==> src/rtl/reg_file_pkg.sv <==
// Shared datapath constants for the RV32I register file.
package reg_file_pkg;

    localparam int unsigned XLEN     = 32;
    localparam int unsigned NREGS    = 32;
    localparam int unsigned AW       = 5;
    localparam int unsigned ZERO_REG = 0;

endpackage

==> src/rtl/n_bit_register.sv <==
// N-bit register with asynchronous active-high clear, enable and load.
module n_bit_register #(
    parameter int unsigned N = 8
) (
    input  logic         clk,
    input  logic         rst,
    input  logic         en,
    input  logic         load,
    input  logic [N-1:0] d,
    output logic [N-1:0] q
);

    always_ff @(posedge clk or posedge rst) begin
        if (rst) begin
            q <= '0;
        end else if (en && load) begin
            q <= d;
        end
    end

endmodule

==> src/rtl/reg_file.sv <==
// 32-entry RV32I register file: two operand read ports, one debug read port,
// one synchronous write port; x0 is a constant zero.
module reg_file
    import reg_file_pkg::*;
#(
    parameter int unsigned XLEN   = reg_file_pkg::XLEN,
    parameter int unsigned NREGS  = reg_file_pkg::NREGS,
    parameter int unsigned AW     = reg_file_pkg::AW,
    parameter int unsigned BYPASS = 0
) (
    input  logic            clk,
    input  logic            rst,
    input  logic [AW-1:0]   raddr1,
    input  logic [AW-1:0]   raddr2,
    output logic [XLEN-1:0] rdata1,
    output logic [XLEN-1:0] rdata2,
    input  logic            we,
    input  logic [AW-1:0]   waddr,
    input  logic [XLEN-1:0] wdata,
    input  logic [AW-1:0]   dbg_addr,
    output logic [XLEN-1:0] dbg_data
);

    logic [XLEN-1:0] regs [NREGS];
    logic            wr_hit;

    assign regs[ZERO_REG] = '0;

    for (genvar i = 1; i < NREGS; i++) begin : g_entry
        logic load;
        assign load = we && (waddr == AW'(i));

        n_bit_register #(
            .N(XLEN)
        ) u_reg (
            .clk (clk),
            .rst (rst),
            .en  (1'b1),
            .load(load),
            .d   (wdata),
            .q   (regs[i])
        );
    end

    // A write that can actually land this edge; reset discards it, so bypass must too.
    assign wr_hit = we && (waddr != AW'(ZERO_REG)) && !rst;

    always_comb begin
        rdata1   = regs[raddr1];
        rdata2   = regs[raddr2];
        dbg_data = regs[dbg_addr];
        if (BYPASS != 0 && wr_hit) begin
            if (raddr1 == waddr) begin
                rdata1 = wdata;
            end
            if (raddr2 == waddr) begin
                rdata2 = wdata;
            end
            if (dbg_addr == waddr) begin
                dbg_data = wdata;
            end
        end
    end

endmodule

==> config.mk <==
export PLATFORM = sky130hd
export DESIGN_NAME = reg_file
export DESIGN_NICKNAME = d
export VERILOG_FILES = /design/src/rtl/reg_file_pkg.sv /design/src/rtl/n_bit_register.sv /design/src/rtl/reg_file.sv
export SDC_FILE = /design/constraint.sdc
export NUM_CORES = 2
export LEC_CHECK = 0
export CELL_PAD_IN_SITES_DETAIL_PLACEMENT = 0
export CELL_PAD_IN_SITES_GLOBAL_PLACEMENT = 1
export CORE_MARGIN = 2
export CORE_UTILIZATION = 40
export CTS_CLUSTER_DIAMETER = 80
export DETAILED_ROUTE_END_ITERATION = 7
export PLACE_DENSITY_LB_ADDON = 0.1
export SLEW_MARGIN = 20
export SYNTH_ARGS = -nofsm -noshare
export SYNTH_HDL_FRONTEND = slang
export SYNTH_SLANG_ARGS = --single-unit
==> constraint.sdc <==
create_clock -name clk -period 42 [get_ports clk]
set_clock_uncertainty 0.15 [all_clocks]
set_input_delay 8.4 -clock clk [delete_from_list [all_inputs] [get_ports clk]]
set_output_delay 8.4 -clock clk [all_outputs]
set_load 0.02 [all_outputs]
# Yosys cells after proc, flatten, opt, wreduce, memory -nomap -nowiden
# Index checks and enable logic that the tools add are counted.
[op_classes] eq_ne=31 n_lt_le_gt_ge=3 n_mux=9 bitwise_logic=3 reduce_logical=31
[op_table] op="32-bit binary-select mux with 5-bit select" n=3
[op_table] op="32-bit two-way mux" n=6
[op_table] op="5-bit equality test, second input constant" n=16
[op_table] op="5-bit by 4-bit equality test with 1-bit output, second input constant" n=8
[op_table] op="1-bit logical AND" n=31
[op_table] op="5-bit by 3-bit equality test with 1-bit output, second input constant" n=4
[op_table] op="6-bit greater-or-equal comparator, second input constant" n=3
[op_table] op="5-bit inverter with 6-bit output" n=3
[op_table] op="5-bit by 2-bit equality test with 1-bit output, second input constant" n=2
[op_table] op="5-bit by 1-bit equality test with 1-bit output, second input constant" n=1
[totals] register_bits=992 in_bits=55 output_inout_bits=96 elab_cells=108

# Logic depth before layout (Yosys ltp)
[logic_depth] ltp_word=4 depth_mapped=8 ltp_nobuf=4

# Modules after synthesis
# From an unflattened synthesis, not the netlist that was laid out.
[unflattened] hier_cells=4254 area_unflattened_um2=66258.5
[modules_own_cells] mod="n_bit_register" seq_area_each_um2=800.8 area_each_um2=1348.8 n_inst=31 cells_per_inst=69
[modules_own_cells] mod="reg_file" seq_area_each_um2=0.0 area_each_um2=24445.9 n_inst=1 cells_per_inst=2115

# Worst setup path after synthesis
# OpenSTA, ideal clock, no wires.
[synth_timing] kind="input -> output" startpoint="input port raddr1[0]" endpoint="output port rdata1[24]" required_ns=33.450 n_path_buf=4 stages=8 path_slack_ns=23.362 t_arrival_ns=10.088 path_cell_list="buf_2 > buf_2 > buf_4 > buf_4 > mux4_2 > mux2i_1 > and2_1 > o31ai_1"
[synth_via] elab_chain_cells=4
[synth_lines] item="start, declared" line_no="reg_file.sv:13" rtl="input logic [AW-1:0] raddr1,"
[synth_lines] item="5-bit inverter with 6-bit output (not written as such)" line_no="reg_file.sv:49" rtl="rdata1 = regs[raddr1];"
[synth_lines] item="32-bit binary-select mux with 5-bit select" line_no="reg_file.sv:49"
[synth_lines] item="32-bit two-way mux (not written as such) (2 in series)" line_no="reg_file.sv:49"
[synth_lines] item="end, declared" line_no="reg_file.sv:15" rtl="output logic [XLEN-1:0] rdata1,"
# Every way passes these cells. The select of a mux whose other input is x is not followed.

# Final worst setup path
[layout_timing] startpoint="input port raddr2[0]" endpoint="output port rdata2[15]"
[layout_via] elab_chain_cells=4
[layout_lines] item="start, declared" line_no="reg_file.sv:14" rtl="input logic [AW-1:0] raddr2,"
[layout_lines] item="5-bit inverter with 6-bit output (not written as such)" line_no="reg_file.sv:50" rtl="rdata2 = regs[raddr2];"
[layout_lines] item="32-bit binary-select mux with 5-bit select" line_no="reg_file.sv:50"
[layout_lines] item="32-bit two-way mux (not written as such) (2 in series)" line_no="reg_file.sv:50"
[layout_lines] item="end, declared" line_no="reg_file.sv:16" rtl="output logic [XLEN-1:0] rdata2,"
# Every way passes these cells. The select of a mux whose other input is x is not followed.

==> summary.txt <==
Status: complete, no violations
Fillers: 13700
WL per Instance: 37.5 um
First-pass GRT wire length: 338 mm
Top reg by flops: g_entry.u_reg.q
Share of layout cells above drive strength 1: 48.3%
TritonCTS clock tree: done
VDD IR max: 0.0000346 V
#FFs+latches synth: 992
Yosys warns: 0
ANT nets after route: 0
Sequential-to-total area share from yosys stat: 40.5%
CP Class: in -> out
Pwr Density: 47.2 nW/um^2
Synth area leader: dfrtp_1
Fin area: 68400 sq um
Max Freq: 44.3 MHz
Setup Viol. Count Final: 0
Area after DPL: 64300 sq um
Die H: 396 um
Area share of the leading cell type in the synthesized netlist: 40.5%
Vias in the first global route: 43300
Most common cell on crit path: buf_4
Unrepaired setup endpoints after global routing: no
Family with the most delay on the worst path: buffers and inverters
Number of flip-flops in the largest register: 992
Post-synth EDFFs: 0
Post-cts sizing count: 0
Worst slew pin tran: 1.21 ns
Setup TNS: 0 ns
Clock buffer depth: 3
Clk root buf: clkbuf_16
Final Critical Period: 22.60 ns
Site row count: 143
Synth Cell Area: 61300 sq um
R2r setup slk: 41.00 ns
Syn_nets: 4350
Clk_lat worst skew: 0.72 ns
Setup Slack @ Placement: 19.24 ns
Num CTS Buffers: 120
H-tree depth: 3
Hold Fails Final Rpt: 0
Slew headroom: 18.4%
Top FF cell, synth: dfrtp_1
Synth Area per Inst: 14.3 sq um
Critical path required time: 33.45 ns
Detailed-route via count: 41800
1st-iter DRT viols: 3506
Die width: 396 um
Count leader, synth: mux2_2
Drt pass-1 iters: 7
Port bufs: 150
Post-CTS setup buffers: 0
Routability cong.: 0.785
Sink Count: 992
Area grow syn2layout: 11.5%
Max Cap Viol: 0
WL final: 236 mm
Crit end category: primary output
Initial antenna violation count: 7
Largest cells by area after synthesis: dfrtp_1 40%, mux4_2 21%, mux2_2 19%
Fin crit share: 53.8%
Clk slew on worst S/H paths: 0.06 ns
DR vias/cell: 6.63
Async SR Flop Fraction: 100%
Tot GR Track Use: 30.2%
Worst setup SP type: input port
Synth cell types: 33
CORE AREA: 152000 sq um
Gr ovfl total: 0
Largest net degree at the start of global routing: 164
Initial Util: 40.3%
Crit path buf inv count: 6
Crit path DAT: 14.05 ns
Slowest stage cell, crit path: buf_4
Fin. max-slew vios: 0
Finished Layout Cells: 6301
Final nets: 4226
DP Wirelength: 129 mm
Post-route setup slack: 19.40 ns
Worst min path class: reg -> reg
Largest registers: g_entry.u_reg.q x992
Post-CTS Hold Buffers: 0
Cell Chain, Critical Path: buf_8 > buf_4 > buf_4 > buf_4 > buf_4 > mux4_2 > a22o_1 > o21ai_0 > o31ai_1 > clkdlybuf4s50_1
Leakage: 0.0286 uW
Placed Cells: 6078
Die area: 156000 sq um
DRC violations left: 0
IO Count: 151
Critical path peak fanout: 59
Synth Instances: 4295
Synth top cells by count: 1048 x mux2_2, 992 x dfrtp_1, 576 x mux4_2, 288 x a22o_1, 288 x mux2i_1
Ant diodes: 0
CP peak stage delay: 0.87 ns
[cell usage in the layout (no fill, tap or decap), types with 4 or more instances in the layout]
cell type and n:
mux2_2 1048, dfrtp_1 992, mux4_2 576, mux2i_1 288, a22o_1 288, clkbuf_16 122
buf_4 111, clkdlybuf4s50_1 110, and2_1 96, o22ai_1 96, a211oi_1 96, o21ai_0 96
o31ai_1 96, clkbuf_8 31, mux2_4 30, clkbuf_1 25, buf_2 25, clkinv_2 23
nand2_2 13, bufinv_16 11, mux2_1 10, nor2_4 10, nor2b_4 9, buf_12 7
nor3_2 6, buf_8 6, inv_6 5, nor2_1 4, nor2b_1 4, and2_2 4
[worst paths after layout]
kind	start	end	cells after the start
worst min-delay path	g_entry[28].u_reg.q[27]	g_entry[28].u_reg.q[27]	1
min in group asynchronous	rst	g_entry[10].u_reg.q[25]	2
worst max register to register	g_entry[28].u_reg.q[28]	g_entry[28].u_reg.q[28]	1
max in group asynchronous	rst	g_entry[15].u_reg.q[20]	5
worst min register to register	g_entry[28].u_reg.q[27]	g_entry[28].u_reg.q[27]	1
worst max-delay path	raddr2[0]	rdata2[15]	10
[logic make-up after synthesis]
| logic type | count (synthesis) | share of synthesized area, % |
|---|---|---|
| simple gates | 167 | 1.62 |
| buf+inv | 512 | 3.66 |
| flops | 992 | 40.5 |
| compound gates | 672 | 8.23 |
| mux | 1952 | 46.0 |
[per-stage QoR]
| step | hold slack (ns) | util [%] | total power [uW] |
|---|---|---|---|
| finish | 0.385 | 44.9 | 3220 |
| floorplan | 0.337 | - | 1900 |
| detailed placement | 0.371 | 42.3 | 2140 |
| global route | 0.407 | 44.9 | 3370 |
| CTS | 0.384 | 45.0 | 3250 |
| global placement | 0.363 | 42.3 | 2130 |
[cell type report]
class	count	area, sq um	area share [%]
Sequential cell	992	24800	36.3
Multi-Input combinational cell	2791	34500	50.5
Tap cell	2030	2540	3.72
Clock inverter	44	559	0.818
Timing Repair Buffer	262	2320	3.40
Clock buffer	178	3570	5.23
Inverter	4	22.5	0.0329
[where the power goes]
group          total, uW  leakage [uW]  switching (uW)  internal, uW
Sequential          1320        0.0127             174          1140
Combinational        809        0.0139             340           470
Clock               1100       0.00205             445           652
Total               3220        0.0286             959          2270
[metal layers]
metal	wire (um)	global-route usage, %
met4	8720	10.3
met3	14600	5.14
met5	28	0
met2	109000	47.2
met1	104000	42.7
Note: power is estimated with default switching activity, not from simulation.
